`src/rtl/pipe_stage_reg.sv`:
```
// Parametrised inter-stage pipeline register with valid/ready handshake, hold gate,
// synchronous flush and an optional second (skid) entry that registers in_ready.
module pipe_stage_reg #(
  parameter int unsigned   W       = 64,
  parameter int unsigned   SKID    = 0,
  parameter logic [W-1:0]  RST_VAL = '0
) (
  input  logic         clock,
  input  logic         reset,
  input  logic         flush,
  input  logic         hold,
  input  logic         in_valid,
  output logic         in_ready,
  input  logic [W-1:0] in_data,
  output logic         out_valid,
  input  logic         out_ready,
  output logic [W-1:0] out_data,
  output logic [1:0]   occupancy
);

  localparam int unsigned OCC_W = 2;

  logic         r_main_v;
  logic [W-1:0] r_main_d;
  logic         r_skid_v;
  logic [W-1:0] r_skid_d;

  logic w_out_valid;
  logic w_fire_out;
  logic w_in_ready;
  logic w_fire_in;

  // Handshake qualifiers; skid mode keeps in_ready off the downstream ready path.
  always_comb begin
    w_out_valid = r_main_v & ~hold & ~flush;
    w_fire_out  = w_out_valid & out_ready;
    if (SKID != 0) begin
      w_in_ready = ~r_skid_v & ~flush;
    end else begin
      w_in_ready = ~flush & (~r_main_v | w_fire_out);
    end
    w_fire_in = in_valid & w_in_ready;
  end

  // Entry state; payload registers are left untouched by flush and drain.
  always_ff @(posedge clock) begin
    if (reset) begin
      r_main_v <= 1'b0;
      r_main_d <= RST_VAL;
      r_skid_v <= 1'b0;
      r_skid_d <= RST_VAL;
    end else if (flush) begin
      r_main_v <= 1'b0;
      r_skid_v <= 1'b0;
    end else if (SKID != 0) begin
      if (w_fire_out && r_skid_v) begin
        r_main_d <= r_skid_d;
        r_skid_v <= 1'b0;
      end else if (w_fire_in && (!r_main_v || w_fire_out)) begin
        r_main_d <= in_data;
        r_main_v <= 1'b1;
      end else if (w_fire_in) begin
        r_skid_d <= in_data;
        r_skid_v <= 1'b1;
      end else if (w_fire_out) begin
        r_main_v <= 1'b0;
      end
    end else begin
      if (w_fire_in) begin
        r_main_d <= in_data;
        r_main_v <= 1'b1;
      end else if (w_fire_out) begin
        r_main_v <= 1'b0;
      end
    end
  end

  assign in_ready  = w_in_ready;
  assign out_valid = w_out_valid;
  assign out_data  = r_main_d;
  assign occupancy = OCC_W'(r_main_v) + OCC_W'(r_skid_v);

endmodule

```
`config.mk`:
```
export PLATFORM = sky130hd
export DESIGN_NAME = pipe_stage_reg
export DESIGN_NICKNAME = d
export VERILOG_FILES = /design/src/rtl/pipe_stage_reg.sv
export SDC_FILE = /design/constraint.sdc
export NUM_CORES = 1
export LEC_CHECK = 0
export ABC_AREA = 1
export BUFFER_PORTS_ARGS = -buffer_cell sky130_fd_sc_hd__buf_2
export CAP_MARGIN = 30
export CELL_PAD_IN_SITES_DETAIL_PLACEMENT = 1
export CELL_PAD_IN_SITES_GLOBAL_PLACEMENT = 2
export CORE_UTILIZATION = 24
export CTS_CLUSTER_DIAMETER = 200
export DETAILED_ROUTE_END_ITERATION = 6
export PLACE_DENSITY = 0.85
export SLEW_MARGIN = 40
export SYNTH_ARGS = -nofsm -noshare
export SYNTH_HDL_FRONTEND = slang
export SYNTH_SLANG_ARGS = --single-unit
```
`constraint.sdc`:
```
create_clock -name clock -period 1.77 [get_ports clock]
set_clock_uncertainty 0.15 [all_clocks]
set_input_delay 0.2655 -clock clock [delete_from_list [all_inputs] [get_ports clock]]
set_output_delay 0.2655 -clock clock [all_outputs]
set_load 0.01 [all_outputs]
```
; ---- After elaboration in Yosys (flattened, before gate mapping)
; Cells that the tools add are included.
[totals]
regBits = 65
inputBits = 70
out_inout_bits = 68
wordCells = 16
[classes]
muxes = 2
bitwise = 9
reduce_logical = 3
[op_table]
columns = cell, count
row1 = 1-bit AND, 5
row2 = 1-bit inverter, 3
row3 = 1-bit 2-to-1 mux, 2
row4 = 2-bit AND reduction, 1
row5 = 2-bit nonzero test, 1
row6 = 2-bit OR reduction, 1
row7 = 1-bit bitwise OR, 1

; ---- Logic depth before layout (Yosys ltp)
[logic_depth]
ltp_word = 8
ltp_mapped = 9
mapped_depth_nobuf = 7

; ---- Least setup slack after synthesis
; No wires, ideal clock.
[synth_path]
path_kind = register -> register
startpoint = register r_main_v
endpoint = register r_main_d[10] (netlist: out_data[10])
setup_time_ps = 110
arrival_time_ps = 1097
required_ps = 1510
path_slack_ps = 413
stages_incl_launch_ff = 8
path_cell_list = dfxtp_1 nand4_1 nand2_1 buf_2 buf_2 nand4_1 nand2_1 nor2_1
[synth_between]
elab_chain_len = 7
word_cells_on_any_way = 8
cone_classes = bitwise (7) / reduce/logical (1)
[synth_rtl]
columns = item, line_no
row1 = start: declaration, 23  ; logic r_main_v;
row2 = start signal: assignment, 48  ; r_main_v <= 1'b0;
row3 = start signal: assignment, 53  ; r_main_v <= 1'b0;
row4 = start signal: assignment, 61  ; r_main_v <= 1'b1;
row5 = 1-bit AND (2 in series), 35  ; w_out_valid = r_main_v & ~hold & ~flush;
row6 = 1-bit AND, 36  ; w_fire_out = w_out_valid & out_ready;
row7 = 1-bit bitwise OR (*), 40  ; w_in_ready = ~flush & (~r_main_v | w_fire_out);
row8 = 1-bit AND (*), 40
row9 = 1-bit AND (*), 42  ; w_fire_in = in_valid & w_in_ready;
row10 = 2-bit AND reduction (no source line) (*), -
row11 = end signal: assignment, 57  ; r_main_d <= r_skid_d;
row12 = end signal: assignment, 60  ; r_main_d <= in_data;
row13 = end signal: assignment, 70  ; r_main_d <= in_data;
row14 = end: declaration, 24  ; logic [W-1:0] r_main_d;
; Every way passes the cells marked *; elsewhere a longest branch is shown, timed or not.
; A chain may end at the register's enable or synchronous reset.

; ---- Worst setup path in the final report
[layout_path]
startpoint = register r_main_v
endpoint = output port in_ready
[layout_between]
elab_chain_len = 5
word_cells_on_any_way = 6
cone_classes = bitwise (6)
[layout_rtl]
columns = item, line_no
row1 = 1-bit AND (2 in series), 35
row2 = 1-bit AND, 36
row3 = 1-bit bitwise OR (*), 40
row4 = 1-bit AND (*), 40
row5 = end: declaration, 13  ; output logic in_ready,
; Marks and branches as above.

==> impl_results.html <==
<table>
<tr><th>Metric</th><th>Value</th></tr>
<tr><th colspan="2">GRT</th></tr>
<tr><td>All-layer global routing usage</td><td>0.139</td></tr>
<tr><td>Via count of the first global-routing pass</td><td>3421</td></tr>
<tr><td>Overflow after GRT</td><td>0</td></tr>
<tr><td>Initial antenna violation count</td><td>0</td></tr>
<tr><td>Pin count of the biggest net entering global routing</td><td>51</td></tr>
<tr><td>Global-route wire length before repair</td><td>between 15000 and 20000 µm</td></tr>
<tr><th colspan="2">Floorplan</th></tr>
<tr><td>DIE AREA</td><td>14600 µm²</td></tr>
<tr><td>CORE AREA</td><td>between 10000 and 15000 µm²</td></tr>
<tr><td>Height of the die</td><td>121 µm</td></tr>
<tr><td>Die width</td><td>~120 µm</td></tr>
<tr><td>Rows</td><td>43</td></tr>
<tr><td>Number of placed I/O pins</td><td>138</td></tr>
<tr><td>Initial core utilization</td><td>0.245</td></tr>
<tr><th colspan="2">Logic synthesis</th></tr>
<tr><td>Number of distinct library cells after synthesis</td><td>14</td></tr>
<tr><td>Sequential share of the synthesized area</td><td>0.384</td></tr>
<tr><td>Seq cells post-synth</td><td>65</td></tr>
<tr><td>Cell type with the largest total area after synthesis</td><td>sky130_fd_sc_hd__dfxtp_1</td></tr>
<tr><td>Synthesized Nets</td><td>632</td></tr>
<tr><td>Main area contributors after synthesis</td><td>sky130_fd_sc_hd__dfxtp_1 38%, sky130_fd_sc_hd__inv_1 21%, sky130_fd_sc_hd__nand2_1 15%, sky130_fd_sc_hd__nand4_1 12%, sky130_fd_sc_hd__nor2_1 7.2%</td></tr>
<tr><td>Synthesized instance count</td><td>562</td></tr>
<tr><td>Yosys warning total</td><td>0</td></tr>
<tr><td>Top-area cell type share of the netlist area</td><td>0.384</td></tr>
<tr><td>Post-synthesis average cell area</td><td>6.03 µm²</td></tr>
<tr><td>Cell Area, Synth</td><td>about 3400 µm²</td></tr>
<tr><th colspan="2">Outcome</th></tr>
<tr><td>Status</td><td>complete, no violations</td></tr>
<tr><th colspan="2">Routing</th></tr>
<tr><td>Number of vias after detailed routing</td><td>3554</td></tr>
<tr><td>First DRT Iteration DRCs</td><td>82</td></tr>
<tr><td>Remaining antenna violation count</td><td>0</td></tr>
<tr><td>M1 WL</td><td>between 4000 and 5000 µm</td></tr>
<tr><td>Max layer used</td><td>met4</td></tr>
<tr><td>Detailed Routing Iterations Pass 1</td><td>4</td></tr>
<tr><td>Routed length on met2</td><td>4940 µm</td></tr>
<tr><td>Drt via density</td><td>4.09</td></tr>
<tr><td>Drt wl/cell</td><td>11.4 µm</td></tr>
<tr><td>Total length of routed met3 wires</td><td>571 µm</td></tr>
<tr><td>Detailed-route DRC error count</td><td>0</td></tr>
<tr><td>Routed wire length</td><td>9930 µm</td></tr>
<tr><th colspan="2">Hold path</th></tr>
<tr><td>Worst min-delay path class</td><td>input port to register</td></tr>
<tr><td>Worst Min Path Start</td><td>in_data[22]</td></tr>
<tr><td>Number of stages on the worst hold path</td><td>5</td></tr>
<tr><td>Hold Crit Endpoint</td><td>out_data[22]</td></tr>
<tr><th colspan="2">Critical path</th></tr>
<tr><td>CP startpoint kind</td><td>register</td></tr>
<tr><td>R2r worst-path depth</td><td>6</td></tr>
<tr><td>CP cell instances</td><td>nand4_1, a21oi_1, buf_2</td></tr>
<tr><td>Type of element capturing the critical path</td><td>primary output</td></tr>
<tr><td>Data required time of the critical path</td><td>between 1 and 1.5 ns</td></tr>
<tr><td>Type of the setup path with the least slack</td><td>register to primary output</td></tr>
<tr><td>Maximum single-stage delay on the critical path</td><td>0.40 ns</td></tr>
<tr><td>Highest fanout seen on the critical path</td><td>5</td></tr>
<tr><td>Kind of cell adding the most delay to the critical path</td><td>flip-flops</td></tr>
<tr><td>Arrival time worst endpoint</td><td>1.18 ns</td></tr>
<tr><td>Total buffers and inverters traversed by the critical path</td><td>1</td></tr>
<tr><td>Number of gates on the worst path with buffers counted</td><td>3</td></tr>
<tr><td>Critical-path top delay cell</td><td>sky130_fd_sc_hd__dfxtp_1</td></tr>
<tr><td>Origin of the critical flop-to-flop path</td><td>r_main_v</td></tr>
<tr><td>Setup slack of the most critical reg-to-reg path</td><td>0.26 ns</td></tr>
<tr><td>Endpoint of the worst register-to-register path</td><td>out_data[9]</td></tr>
<tr><th colspan="2">Placed design</th></tr>
<tr><td>Place WS</td><td>0.211 ns</td></tr>
<tr><td>Count of port buffers added during placement</td><td>about 140</td></tr>
<tr><td>RD Place Congestion</td><td>0.707</td></tr>
<tr><td>HPWL after DPL</td><td>7160 µm</td></tr>
<tr><td>Placed instance count</td><td>852</td></tr>
<tr><th colspan="2">Power</th></tr>
<tr><td>Power density relative to cell area</td><td>slightly above 900 nW/µm²</td></tr>
<tr><td>Static Leak</td><td>about 2.8 nW</td></tr>
<tr><td>Worst IR drop on VDD</td><td>0.374 mV</td></tr>
<tr><th colspan="2">Clocking</th></tr>
<tr><td>Root Buffer Master</td><td>sky130_fd_sc_hd__clkbuf_16</td></tr>
<tr><td>Clock latency on the worst-skew pair</td><td>around 0.33 ns</td></tr>
<tr><td>TritonCTS clock tree</td><td>yes</td></tr>
<tr><td>Hold-fix buffer count after cts</td><td>0</td></tr>
<tr><td>Post-CTS repair timing setup buffer count</td><td>0</td></tr>
<tr><td>Clk pin slew, worst setup/hold paths</td><td>0.05 ns</td></tr>
<tr><td>Number of instances resized during post-cts repair</td><td>0</td></tr>
<tr><td>Number of sinks driven by the clock tree</td><td>65</td></tr>
<tr><td>Number of buffers created by CTS</td><td>9</td></tr>
<tr><td>Number of H-tree levels</td><td>3</td></tr>
<tr><td>Buffer levels on the longest clock path</td><td>2</td></tr>
<tr><th colspan="2">STA</th></tr>
<tr><td>Final count of pins violating max slew</td><td>0</td></tr>
<tr><td>Final period demand of the worst path</td><td>1.60 ns</td></tr>
<tr><td>Final clock period utilization by the worst path</td><td>0.904</td></tr>
<tr><td>Maximum achievable frequency</td><td>625 MHz</td></tr>
<tr><td>Final Hold Viols</td><td>0</td></tr>
<tr><td>Final setup violating endpoints</td><td>0</td></tr>
<tr><td>Total Neg Setup Slack</td><td>0 ns</td></tr>
<tr><td>Setup repair after global routing missed its margin</td><td>no</td></tr>
<tr><td>PnR worst setup slack</td><td>0.171 ns</td></tr>
<tr><th colspan="2">Finish</th></tr>
<tr><td>Ratio of cells with drive above 1 in the final layout</td><td>0.240</td></tr>
<tr><td>Area grow syn2layout</td><td>33.9%</td></tr>
<tr><td># nets final</td><td>approximately 750</td></tr>
<tr><td># diodes</td><td>0</td></tr>
<tr><td>Commonest cells after routing, fill and taps aside</td><td>193 x sky130_fd_sc_hd__inv_1, 136 x sky130_fd_sc_hd__buf_2, 130 x sky130_fd_sc_hd__nand2_1</td></tr>
<tr><td>Most frequent standard cell in the layout excluding fill and tap cells</td><td>sky130_fd_sc_hd__inv_1</td></tr>
<tr><td>Fill count</td><td>1835</td></tr>
<tr><td>Layout Cells excl Fill</td><td>868</td></tr>
<tr><th colspan="2">Run</th></tr>
<tr><td>Max-capacitance violation count</td><td>0</td></tr>
</table>
==> per-stage QoR <==
step | instance area [µm²] | hold slack, ns | utilization | power, mW
after CTS | 4540 | 0.101 | 0.328 | 4.25
final | 4540 | 0.110 | 0.328 | 4.15
after detailed placement | 4230 | 0.349 | 0.306 | 2.36
after global routing | 4540 | 0.116 | 0.328 | 4.40
after global placement | 4230 | 0.341 | 0.306 | 2.33
after floorplan | 3390 | 0.339 | - | 2.07
==> per-layer routing <==
metal / global-route usage / up-vias
li1: - / 1845
met1: 0.156 / 1620
met2: 0.245 / 80
met3: 0.0396 / 9
met4: 0.0602 / 0
met5: 0 / -
==> state kept, by name (all words and copies together), names as in the netlist <==
| register | cells |
|---|---|
| out_data | 64 |
| r_main_v | 1 |
==> power by group <==
part / total, mW / internal (mW) / leakage, nW / switching, mW
Clock: 1.84 / 1.20 / 0.153 / 0.633
Combinational: 0.687 / 0.280 / 2.15 / 0.408
Sequential: 1.62 / 1.57 / 0.536 / 0.0528
==> area by class of cell <==
cell class,instances,area [µm²],share of cell area
Sequential cell,65,1300,0.287
Timing Repair Buffer,147,801,0.177
Clock buffer,14,274,0.0604
Inverter,195,732,0.161
Clock inverter,2,35.0,0.00772
Multi-Input combinational cell,265,1170,0.258
Tap cell,180,225,0.0496
==> tightest hold or removal path, delay by kind of cell <==
kind                   cells  cell delay [ns]
and+or+nand+nor            3             0.19
buffers and inverters      2             0.10
==> cells in the mapped netlist, drive strengths merged <==
cell type,count
dfxtp,65
nor2,65
clkbuf,11
buf,26
nand3,1
nand2,131
nand4,65
inv,195
a21oi,2
conb,1
==> worst max path at each step <==
stage | slack, ns | from | endpoint
floorplan | 0.41 | r_main_v | out_data[10]
global placement | 0.28 | flush | out_data[14]
detailed placement | 0.21 | flush | out_data[29]
CTS | 0.14 | r_main_v | in_ready
global route | 0.05 | r_main_v | in_ready
finish | 0.17 | r_main_v | in_ready
==> kinds of logic after synthesis <==
group                  count (synthesis)  share of synthesized area
AO/OA/AOI/OAI                          2                    0.00295
buffers and inverters                232                      0.274
flip-flops                            65                      0.384
other                                  1                    0.00111
AND/OR/NAND/NOR                      262                      0.338
Note: power is estimated with default switching activity, not from simulation.
